**src/rtl/bcd_subtractor_serial_if.sv**
```systemverilog
// Request/result bundle for the serial BCD subtractor.
interface bcd_subtractor_serial_if #(
  parameter int unsigned DIGITS = 2
) ();
  logic                  start;
  logic [4*DIGITS-1:0]   A;
  logic [4*DIGITS-1:0]   B;
  logic                  Bin;
  logic                  ready;
  logic                  done;
  logic [4*DIGITS-1:0]   D;
  logic                  Bout;
  logic                  neg;
  logic                  err;

  modport master (
    output start, A, B, Bin,
    input  ready, done, D, Bout, neg, err
  );

  modport slave (
    input  start, A, B, Bin,
    output ready, done, D, Bout, neg, err
  );
endinterface

```
**src/rtl/bcd_subtractor_serial.sv**
```systemverilog
// Digit-serial packed-BCD subtractor, LSD first, one digit per cycle.
// Define BCD_SUB_SIGN_MAG_EN to add a FIX pass that turns negative results into sign-magnitude.
module bcd_subtractor_serial #(
  parameter int unsigned DIGITS = 2
) (
  input logic                    clk,
  input logic                    rst_n,
  bcd_subtractor_serial_if.slave bus
);
  localparam int unsigned W = 4 * DIGITS;
  localparam logic [3:0] LastIdx = 4'(DIGITS - 1);

`ifdef BCD_SUB_SIGN_MAG_EN
  typedef enum logic [1:0] {StIdle, StSub, StFix, StDone} state_e;
`else
  typedef enum logic [1:0] {StIdle, StSub, StDone} state_e;
`endif

  state_e         state_q, state_d;
  logic [W-1:0]   a_q, a_d, b_q, b_d, d_q, d_d;
  logic [3:0]     idx_q, idx_d;
  logic           borrow_q, borrow_d;
  logic           bout_q, bout_d;
  logic           err_q, err_d;
  logic           fix_phase;
  logic [3:0]     op_x, op_y, dig;
  logic [4:0]     t;
`ifdef BCD_SUB_SIGN_MAG_EN
  logic           neg_q, neg_d;
  assign fix_phase = (state_q == StFix);
`else
  assign fix_phase = 1'b0;
`endif

  // The FIX pass reuses the same digit slice as 0 - D.
  always_comb begin
    op_x = fix_phase ? 4'd0 : a_q[4*idx_q +: 4];
    op_y = fix_phase ? d_q[4*idx_q +: 4] : b_q[4*idx_q +: 4];
    t    = {1'b0, op_x} - {1'b0, op_y} - {4'd0, borrow_q};
    dig  = t[4] ? (t[3:0] + 4'd10) : t[3:0];
  end

  always_comb begin
    state_d  = state_q;
    a_d      = a_q;
    b_d      = b_q;
    d_d      = d_q;
    idx_d    = idx_q;
    borrow_d = borrow_q;
    bout_d   = bout_q;
    err_d    = err_q;
`ifdef BCD_SUB_SIGN_MAG_EN
    neg_d    = neg_q;
`endif
    unique case (state_q)
      StIdle: begin
        if (bus.start) begin
          a_d      = bus.A;
          b_d      = bus.B;
          borrow_d = bus.Bin;
          d_d      = '0;
          idx_d    = 4'd0;
          bout_d   = 1'b0;
          err_d    = 1'b0;
`ifdef BCD_SUB_SIGN_MAG_EN
          neg_d    = 1'b0;
`endif
          state_d  = StSub;
        end
      end
      StSub: begin
        d_d[4*idx_q +: 4] = dig;
        borrow_d = t[4];
        err_d    = err_q | (op_x > 4'd9) | (op_y > 4'd9);
        if (idx_q == LastIdx) begin
          idx_d   = 4'd0;
          bout_d  = t[4];
          state_d = StDone;
`ifdef BCD_SUB_SIGN_MAG_EN
          if (t[4]) begin
            borrow_d = 1'b0;
            neg_d    = 1'b1;
            state_d  = StFix;
          end
`endif
        end else begin
          idx_d = idx_q + 4'd1;
        end
      end
`ifdef BCD_SUB_SIGN_MAG_EN
      StFix: begin
        d_d[4*idx_q +: 4] = dig;
        borrow_d = t[4];
        if (idx_q == LastIdx) begin
          idx_d   = 4'd0;
          state_d = StDone;
        end else begin
          idx_d = idx_q + 4'd1;
        end
      end
`endif
      StDone:  state_d = StIdle;
      default: state_d = StIdle;
    endcase
  end

  always_ff @(posedge clk) begin
    if (!rst_n) begin
      state_q  <= StIdle;
      a_q      <= '0;
      b_q      <= '0;
      d_q      <= '0;
      idx_q    <= 4'd0;
      borrow_q <= 1'b0;
      bout_q   <= 1'b0;
      err_q    <= 1'b0;
`ifdef BCD_SUB_SIGN_MAG_EN
      neg_q    <= 1'b0;
`endif
    end else begin
      state_q  <= state_d;
      a_q      <= a_d;
      b_q      <= b_d;
      d_q      <= d_d;
      idx_q    <= idx_d;
      borrow_q <= borrow_d;
      bout_q   <= bout_d;
      err_q    <= err_d;
`ifdef BCD_SUB_SIGN_MAG_EN
      neg_q    <= neg_d;
`endif
    end
  end

  assign bus.ready = (state_q == StIdle);
  assign bus.done  = (state_q == StDone);
  assign bus.D     = d_q;
  assign bus.Bout  = bout_q;
  assign bus.err   = err_q;
`ifdef BCD_SUB_SIGN_MAG_EN
  assign bus.neg   = neg_q;
`else
  assign bus.neg   = 1'b0;
`endif
endmodule

```
**src/flat_wrapper.sv**
```systemverilog
// flat-port wrapper written by rule: the top's interface ports become plain ports
module bcd_subtractor_serial_flat 
#(
  parameter int unsigned DIGITS = 2
)
  (clk, rst_n, bus_start, bus_A, bus_B, bus_Bin, bus_ready, bus_done, bus_D, bus_Bout, bus_neg, bus_err);
  bcd_subtractor_serial_if #(.DIGITS(DIGITS)) bus_i ();
  input logic clk;
  input logic rst_n;
  input wire logic [$bits(bus_i.start)-1:0] bus_start;
  input wire logic [$bits(bus_i.A)-1:0] bus_A;
  input wire logic [$bits(bus_i.B)-1:0] bus_B;
  input wire logic [$bits(bus_i.Bin)-1:0] bus_Bin;
  output wire logic [$bits(bus_i.ready)-1:0] bus_ready;
  output wire logic [$bits(bus_i.done)-1:0] bus_done;
  output wire logic [$bits(bus_i.D)-1:0] bus_D;
  output wire logic [$bits(bus_i.Bout)-1:0] bus_Bout;
  output wire logic [$bits(bus_i.neg)-1:0] bus_neg;
  output wire logic [$bits(bus_i.err)-1:0] bus_err;
  assign bus_i.start = bus_start;
  assign bus_i.A = bus_A;
  assign bus_i.B = bus_B;
  assign bus_i.Bin = bus_Bin;
  assign bus_ready = bus_i.ready;
  assign bus_done = bus_i.done;
  assign bus_D = bus_i.D;
  assign bus_Bout = bus_i.Bout;
  assign bus_neg = bus_i.neg;
  assign bus_err = bus_i.err;
  bcd_subtractor_serial #(.DIGITS(DIGITS)) u_core (.clk(clk), .rst_n(rst_n), .bus(bus_i));
endmodule
```
**config.mk**
```make
export PLATFORM = sky130hd
export DESIGN_NAME = bcd_subtractor_serial_flat
export DESIGN_NICKNAME = d
export VERILOG_FILES = /design/src/rtl/bcd_subtractor_serial_if.sv /design/src/rtl/bcd_subtractor_serial.sv /design/src/flat_wrapper.sv
export SDC_FILE = /design/constraint.sdc
export NUM_CORES = 1
export LEC_CHECK = 0
export ABC_AREA = 1
export BUFFER_PORTS_ARGS = -buffer_cell sky130_fd_sc_hd__buf_2
export CELL_PAD_IN_SITES_DETAIL_PLACEMENT = 1
export CELL_PAD_IN_SITES_GLOBAL_PLACEMENT = 2
export CORE_ASPECT_RATIO = 2
export CORE_MARGIN = 2
export CORE_UTILIZATION = 32
export CTS_CLUSTER_SIZE = 24
export DETAILED_ROUTE_END_ITERATION = 8
export PLACE_DENSITY_LB_ADDON = 0.2
export SLEW_MARGIN = 20
export SYNTH_ARGS = -nofsm -noshare
export SYNTH_HDL_FRONTEND = slang
export SYNTH_SLANG_ARGS = --single-unit
export TNS_END_PERCENT = 50
```
**constraint.sdc**
```tcl
create_clock -name clk -period 5.9 [get_ports clk]
set_input_delay 0.59 -clock clk [delete_from_list [all_inputs] [get_ports clk]]
set_output_delay 0.59 -clock clk [all_outputs]
set_load 0.005 [all_outputs]
```
==> results.txt, run 1 <==
The area share of the largest cell type after synthesis came out at 37.6%. The total clock sinks is 33. After the last flow step, the layout net total stands at roughly 310.

The number of global-route vias before repair came out at 1,647. The number of pins with negative max-slew slack in the final report was 0. The count of final hold-check violations came out at 0. The cts-stage hold buffer count came out at 0.

The effective utilization at floorplan is approximately a third. Counting along the longest clock path gives a buffer depth of 2. The number of placement rows is 38. The global placement routability congestion came out at between 0.8 and 0.9. The normalized max-slew margin is 65.5%. Of all nets on the critical path, the largest fanout is 16. The final instance area came out at 2060 µm². The sum of internal, switching and leakage power came out at 0.000704 W. The aggregate routed wire length is approximately 4.6 mm. The actual transition at the worst max-transition pin is 516 ps.

The chip width came out at roughly 56 µm. The number of port buffers is 31. The detailed placer's ending HPWL is 3.73 mm. Setup violations remaining at the end of the flow were counted as 0. The sequential share of the synthesized area came out at a little under two fifths. The most frequent standard cell in the layout excluding fill and tap cells is sky130_fd_sc_hd__nor2_1. The number of remaining DRC errors is 0. Of the available clock period, the critical path in the final layout requires between 50% and 60%. The static power due to leakage is 0.986 nW. The iteration-0 DRC count of the detailed router is 27. The area of the core came out at between 5000 and 6000 µm². The tool flagged a number of max-cap violations equal to 0.

The source-to-sink clock delay at the later pin of the worst-skew pair is 290 ps. The start-to-end type of the worst setup path is flop to flop. The top cell types in the final layout, fill and taps aside, are sky130_fd_sc_hd__nor2_1 (52), sky130_fd_sc_hd__nand2_1 (39), sky130_fd_sc_hd__dfxtp_1 (33). The die outline height is 109 µm. The relative contribution of sequential cells to total power came out at 36.0%. Cells with a size suffix above 1 make up 16.2% of the layout. STA classifies the critical path startpoint as a flop. For this run, the number of Yosys warnings is 0. The minimum period implied by the final worst setup slack is approximately 3100 ps. After synthesis, the share of flip-flops with an asynchronous set or reset is 0%.

The pin count of the biggest net entering global routing is 31. The flow ran to the end, and the final reports show no timing, DRC or antenna violations. For the worst setup path, the data required time is slightly above 6000 ps. The sort of element at the end of the critical path is a flop.

Yosys attributes the largest share of cell area to sky130_fd_sc_hd__dfxtp_1 (38%), sky130_fd_sc_hd__nor2_1 (11%), sky130_fd_sc_hd__nand2_1 (8.3%), sky130_fd_sc_hd__o21ai_0 (8.0%), sky130_fd_sc_hd__inv_1 (6.6%). The post-synthesis instance area is 1760 µm². The post-detailed-route count of antenna-violating nets is 0. In this run switching power makes up roughly 36% of total power. The die area is between 6000 and 7000 µm².

The total overflow reported by the global router came out at 0. The first global-routing pass estimated around 7.6 mm of wire. The signed area change from the synthesized netlist to the final layout is 16.9%. Setup repair after global routing left no endpoint under its margin. After clock tree synthesis, the setup repair step added 0 buffers. TritonCTS built the clock tree. The path class of the tightest hold or removal check is flop to flop. The register bit total from synthesis came out at 33. Clock tree synthesis selected as its root buffer the cell sky130_fd_sc_hd__clkbuf_8. The distinct cell type count of the synthesized netlist came out at 29. The repair_antennas step left the layout with diodes totalling 0. The mean area per synthesized cell is 6.93 µm². In this run the register-to-register setup slack is 2810 ps. 33 I/O pins were placed. On the final layout, the worst clock skew is 7.95 ps. The first-pass iteration count of the detailed router is 4.

The clock tree synthesis step divided the H-tree into 2 levels. The post-synthesis cell count came out at 254. The timing-limited maximum frequency is 324 MHz. The cell-internal power came out at 0.000452 W. The sum of negative setup slack is 0 ps.

The routed length per instance came out at ~13 µm. The number of cells upsized or downsized after cts is 0. The worst-case IR drop observed on VDD is about 260 µV.

The net switching power came out at 0.000251 W. The power density normalized to cell area is approximately 340 nW/µm². The synthesized design spends more area on one cell type than any other, namely sky130_fd_sc_hd__dfxtp_1. The critical path data arrival time is 3310 ps.

The filler cells instantiated in the layout total 705. The total routing resource utilization after global routing came out at 16.3%. The portion of total power attributed to combinational logic is 32.4%. The number of enable-type register cells in the synthesized netlist came out at 0. Buffers inserted during clock tree synthesis total 5. The clock slew seen by the registers of the worst setup and hold paths is 80 ps. The routed layout has 1,649 vias. The initial antenna violation count came out at 0. The post-synth net total is 285. Per report_power, the clock group accounts for 31.6% of the total.

The post-placement cell area came out at 1940 µm². In the synthesized netlist the dominant register cell turns out to be sky130_fd_sc_hd__dfxtp_1. The detail-routed via count per cell is 4.79.
cells in the mapped netlist, drive strengths merged, types with 2 or more instances:
| cell type | n |
|---|---|
| ha | 9 |
| buf | 4 |
| a21oi | 16 |
| nand2 | 39 |
| fa | 2 |
| inv | 33 |
| o21ai | 29 |
| nand3 | 16 |
| clkbuf | 6 |
| nor2 | 54 |
| dfxtp | 33 |
| xor2 | 3 |
path summary, 6_finish.rpt:
kind                   startpoint               to  cells after the start
hold reg to reg     u_core.a_q[5]    u_core.a_q[5]                      2
setup reg to reg  u_core.idx_q[0]  u_core.bus.D[3]                     13
setup / recovery  u_core.idx_q[0]  u_core.bus.D[3]                     13
hold / removal      u_core.a_q[5]    u_core.a_q[5]                      2
power groups by stage:
| stage | Combinational [W] | Clock [W] | Sequential (W) |
|---|---|---|---|
| finish | 0.000228 | 0.000222 | 0.000253 |
| detailed placement | 0.000236 | 0 | 0.000259 |
| floorplan | 0.000177 | 0 | 0.000254 |
| CTS | 0.000236 | 0.000230 | 0.000254 |
| global route | 0.000269 | 0.000237 | 0.000256 |
| global placement | 0.000231 | 0 | 0.000259 |
final cells by class:
| cell class | instances | area [µm²] | area share (%) |
|---|---|---|---|
| multi-input cells | 178 | 920 | 44.7 |
| well taps | 60 | 75.1 | 3.65 |
| flip-flops and latches | 33 | 661 | 32.1 |
| repair buffers | 32 | 163 | 7.91 |
| clock inverters | 3 | 46.3 | 2.25 |
| inverters | 33 | 124 | 6.02 |
| clock buffers | 5 | 68.8 | 3.35 |
per-stage QoR:
stage / setup slack (ps) / utilization, % / cells / hold slack [ps]
global placement: 2870 / 36.1 / 336 / 459
floorplan: 3340 / - / 254 / 429
global route: 2530 / 38.3 / 344 / 502
CTS: 2800 / 38.3 / 344 / 477
finish: 2810 / 38.3 / 344 / 470
detailed placement: 2820 / 36.1 / 336 / 464
routing by layer:
metal | vias up | GRT usage, % | share of wire, % | wire, µm
met1 | 756 | 14.5 | 36 | 1660
met4 | 0 | 7.65 | 2.1 | 95
met3 | 6 | 2.61 | 2.6 | 119
li1 | 859 | - | - | -
met2 | 28 | 33.8 | 59 | 2730
met5 | - | 0 | 0 | 0
registers in the layout, summed over array words and instances (netlist names):
signal and flops:
u_core.a_q 8, u_core.b_q 8, u_core.bus.D 8, u_core.idx_q 4, u_core.state_q 2, u_core.borrow_q 1
u_core.bus.Bout 1, u_core.bus.err 1
cell families (layout without fill, tap and decap cells):
group	Yosys count	in the layout	synth area share, %
compound gates	48	48	14.0
xor+xnor	4	4	1.99
fa+ha+maj	11	11	8.68
buf+inv	43	73	10.2
flops	33	33	37.6
other cells	1	1	0.213
simple gates	114	114	27.4
critical path, cell delays in order, from the launching register on:
cell and delay [ps]:
sky130_fd_sc_hd__dfxtp_1 650, sky130_fd_sc_hd__inv_1 290, sky130_fd_sc_hd__o21ai_0 230, sky130_fd_sc_hd__nor2_1 80, sky130_fd_sc_hd__fa_1 440, sky130_fd_sc_hd__fa_1 450
sky130_fd_sc_hd__xnor2_1 160, sky130_fd_sc_hd__ha_1 200, sky130_fd_sc_hd__nand3b_1 170, sky130_fd_sc_hd__inv_1 70, sky130_fd_sc_hd__nand2_1 50, sky130_fd_sc_hd__nand2_1 70
sky130_fd_sc_hd__nand2_1 60, sky130_fd_sc_hd__a21oi_1 110
Note: power is estimated with default switching activity, not from simulation.
==> run 2: changes to the inputs <==
--- a/config.mk
+++ b/config.mk
@@ -5,13 +5,13 @@
 export SDC_FILE = /design/constraint.sdc
 export NUM_CORES = 1
 export LEC_CHECK = 0
-export ABC_AREA = 1
+export ABC_AREA = 0
 export BUFFER_PORTS_ARGS = -buffer_cell sky130_fd_sc_hd__buf_2
 export CELL_PAD_IN_SITES_DETAIL_PLACEMENT = 1
 export CELL_PAD_IN_SITES_GLOBAL_PLACEMENT = 2
 export CORE_ASPECT_RATIO = 2
 export CORE_MARGIN = 2
-export CORE_UTILIZATION = 32
+export CORE_UTILIZATION = 28
 export CTS_CLUSTER_SIZE = 24
 export DETAILED_ROUTE_END_ITERATION = 8
 export PLACE_DENSITY_LB_ADDON = 0.2
==> constraint.sdc (replaced) <==
create_clock -name clk -period 2.8 [get_ports clk]
set_input_delay 0.28 -clock clk [delete_from_list [all_inputs] [get_ports clk]]
set_output_delay 0.28 -clock clk [all_outputs]
set_load 0.005 [all_outputs]
==> results.txt, run 2 <==
The share of post-route cells with drive strength above 1 is 27.1% (+11 points). The normalized max-slew margin came out at 36.7% (-29 points). The final instance area came out at 2160 µm² (+4.8%). Setup repair after global routing left no endpoint under its margin. The post-placement cell area came to 1980 µm² (+2.0%). The first-pass iteration count of the detailed router is 4 (unchanged).

The distinct cell type count of the synthesized netlist came out at 37 (+28%). The worst IR drop on VDD came out at 379 µV (+48%). The synthesized design spends more area on one cell type than any other, namely sky130_fd_sc_hd__dfxtp_1. The first-pass GRT wire length came to 7.65 mm (+1.1%). The detailed placer's ending HPWL is 3.64 mm (-2.5%). After synthesis, the cell types taking the most area are sky130_fd_sc_hd__dfxtp_1 (38%), sky130_fd_sc_hd__nand2_1 (10%), sky130_fd_sc_hd__a21oi_1 (8.4%), sky130_fd_sc_hd__ha_1 (6.5%), sky130_fd_sc_hd__mux2_2 (4.5%). The detail-routed via count per cell was 4.95 (+3.3%).

The maximum buffer depth of the clock tree is 2 (unchanged). The static power due to leakage is 0.927 nW (-6.0%). The pin count of the biggest net entering global routing came out at 30 (-3.2%). The sequential cell area came out at 664 µm² (+0.57%). The post-detailed-route count of antenna-violating nets is 0 (unchanged). The via count came out at 1,555 (-5.7%). The cts-stage hold buffer count came out at 0 (unchanged). The number of setup violations in the final report is 0 (unchanged).

The total overflow reported by the global router came out at 0 (unchanged). The area of the core is 6010 µm² (+12%). In the layout the commonest cells are sky130_fd_sc_hd__nand2_1 (47), sky130_fd_sc_hd__dfxtp_1 (32), sky130_fd_sc_hd__buf_2 (31). Traced cell by cell, the critical path runs through mux2i_2 > nor2_1 > fa_1 > fa_2 > and3b_1 > a2bb2oi_4 > xnor2_1 > or2_2 > a21oi_1. The number of nets at the end of the flow is 281 (-11%). The post-synthesis instance area came to 1740 µm² (-1.2%).

The timing-limited maximum frequency was 379 MHz (+17%). The total routing resource utilization after global routing is 15.5% (-0.83 points). The aggregate routed wire length came to 4.75 mm (+3.2%).

The buffer type at the clock tree root is sky130_fd_sc_hd__clkbuf_16. The number of global-route vias before repair came to 1,609 (-2.3%). The die area was 6890 µm² (+12%). The critical path is of the flop to flop type.

The portion of total power attributed to combinational logic is 24.9% (-7.5 points). The commonest register cell after synthesis is sky130_fd_sc_hd__dfxtp_1. The slowest library cell on the worst path is sky130_fd_sc_hd__fa_1. The cell-internal power came to 0.000981 W (+120%). The worst clock skew is 7.34 ps (-0.608 ps). STA classifies the critical path startpoint as a flop.

The signed area change from the synthesized netlist to the final layout is 24.0%. The required arrival time at the worst endpoint was 3000 ps (-3130 ps). The fill cell instance count of the final layout came out at 751 (+6.5%). The iteration-0 DRC count of the detailed router came out at 28 (+3.7%). The critical path's largest stage delay is 450 ps (-200 ps). The number of port buffers is 31 (unchanged).

The warning count from the yosys run came to 0 (unchanged). The count of final hold-check violations is 0 (unchanged). The number of buffers inserted by post-CTS setup repair is 0 (unchanged). The mean area per synthesized cell is 8.08 µm² (+17%). The net switching power is 0.000422 W (+68%). The area of the multi-input gates came to 1010 µm² (+10%). The worst slack after detailed placement came out at -85.5 ps (-2900 ps).

The total clock sinks came out at 33 (unchanged). The net switching share of the total power is 30.1% (-5.6 points). The CTS tree is yes. The post-synthesis cell count is 215 (-15%). STA classifies the critical path endpoint as a flop. The register bit total from synthesis came out at 33 (unchanged). The chip width is 59.7 µm (+5.8%). The path class of the tightest hold or removal check is input pin to flop. The number of pins with negative max-slew slack in the final report is 0 (unchanged).

The library cell used most frequently in the layout, excluding fill and tap cells, is sky130_fd_sc_hd__nand2_1. The die outline height was 115 µm (+6.0%). The total I/O pin count was 33 (unchanged). The clock share of power came to 38.3% (+6.7 points).

In the post-synthesis netlist, the cell with the most instances is sky130_fd_sc_hd__nand2_1. The minimum period implied by the final worst setup slack is 2640 ps (-447 ps). The power density normalized to cell area is 651 nW/µm² (+90%). The clock slew seen by the registers of the worst setup and hold paths came out at 60 ps (-20 ps).

The global placement routability congestion is 0.767 (-8.0%). The sum of internal, switching and leakage power came to 0.00140 W (+99%). The number of remaining DRC errors is 0 (unchanged). The largest fanout of any net on the critical path came out at 6 (-10). The number of enable-type register cells in the synthesized netlist is 0 (unchanged). After synthesis, the most frequently instantiated cells are sky130_fd_sc_hd__nand2_1 (47), sky130_fd_sc_hd__dfxtp_1 (33), sky130_fd_sc_hd__a21oi_1 (29), sky130_fd_sc_hd__nor2_1 (16), sky130_fd_sc_hd__inv_1 (11).

The initial antenna violation count is 0 (unchanged). The effective utilization at floorplan is 28.9% (-3.8 points). The number of max-cap violations came out at 0 (unchanged). The area share of the largest cell type after synthesis is 38.0% (+0.46 points). The async set-or-reset flop fraction in the synthesized netlist came to 0% (unchanged). The share of the clock period used by the worst path after layout is 94.2% (+42 points). The run finished with clean final reports.

The source-to-sink clock delay at the later pin of the worst-skew pair is 290 ps (about the same). The routed length per instance is 15.1 µm (+13%). The utilization after layout is 35.9% (-2.4 points). The number of H-tree branching levels is 2 (unchanged).

The post-synth net total was 246 (-14%). The minimum setup slack in the final design came out at 161 ps (-2650 ps). The antenna diode count is 0 (unchanged).

The TritonCTS buffer count is 5 (unchanged). The relative contribution of sequential cells to total power came out at 36.7% (+0.7 points). The number of placement rows came out at 40 (+5.3%). The sequential share of the synthesized area is 38.0% (+0.46 points). The critical path data arrival time came out at 2840 ps (-470 ps). The actual transition at the worst max-transition pin came out at 947 ps (+431 ps).
[run 2: cell families after synthesis]
family / count (synthesis) / share of synthesized area (%)
other: 1 / 0.216
adder cells (fa/ha/maj): 11 / 8.78
XOR/XNOR: 5 / 2.52
AND/OR/NAND/NOR: 91 / 23.8
buffers and inverters: 22 / 5.33
multiplexers: 12 / 7.70
flip-flops: 33 / 38.0
AO/OA/AOI/OAI: 40 / 13.6
[run 2: what timing repair did]
action,4_1_cts,5_1_grt
resized for setup,2,7
gates cloned,0,0
setup endpoints to repair,6,6
[run 2: worst paths after layout]
check | start | end | slack (ps) | cells after the start
hold / removal | bus_B[4] | u_core.b_q[4] | 230 | 3
hold reg to reg | u_core.bus.err | u_core.bus.err | 450 | 2
setup / recovery | u_core.idx_q[0] | u_core.bus.D[1] | 160 | 9
setup reg to reg | u_core.idx_q[0] | u_core.bus.D[1] | 160 | 9
[run 2: layer usage]
layer	routed length (µm)	up-vias	track usage (%)
met5	0	-	0
met4	219	0	10.4
met3	160	13	3.68
met2	2820	33	28.6
met1	1560	730	14.1
li1	-	779	-
[run 2: worst max-delay path: cells and delay by family (launching register included)]
family | cells | cell delay, ps
adder cells (fa/ha/maj) | 2 | 870
AND/OR/NAND/NOR | 3 | 600
flip-flops | 1 | 390
AO/OA/AOI/OAI | 2 | 310
multiplexers | 1 | 240
XOR/XNOR | 1 | 140
[run 2: area by class of cell]
type                            count  share of cell area, %
Multi-Input combinational cell    160                   47.0
Sequential cell                    33                   30.8
Timing Repair Buffer               39                   10.2
Clock buffer                        6                   5.98
Tap cell                           63                   3.66
Inverter                           11                   1.92
Clock inverter                      2                  0.464
[run 2: stage by stage]
| stage | hold slack, ps | setup TNS, ps | instances |
|---|---|---|---|
| final | 233 | 0 | 314 |
| after global routing | 247 | 0 | 314 |
| after CTS | 231 | 0 | 314 |
| after detailed placement | 444 | -348 | 306 |
| after global placement | 435 | -40.0 | 306 |
| after floorplan | 396 | 0 | 215 |
[run 2: power groups by stage]
stage	Clock (W)	Combinational (W)	Sequential (W)
floorplan	0	0.000237	0.000521
global placement	0	0.000328	0.000525
detailed placement	0	0.000332	0.000526
CTS	0.000550	0.000337	0.000517
global route	0.000573	0.000395	0.000519
finish	0.000537	0.000350	0.000515
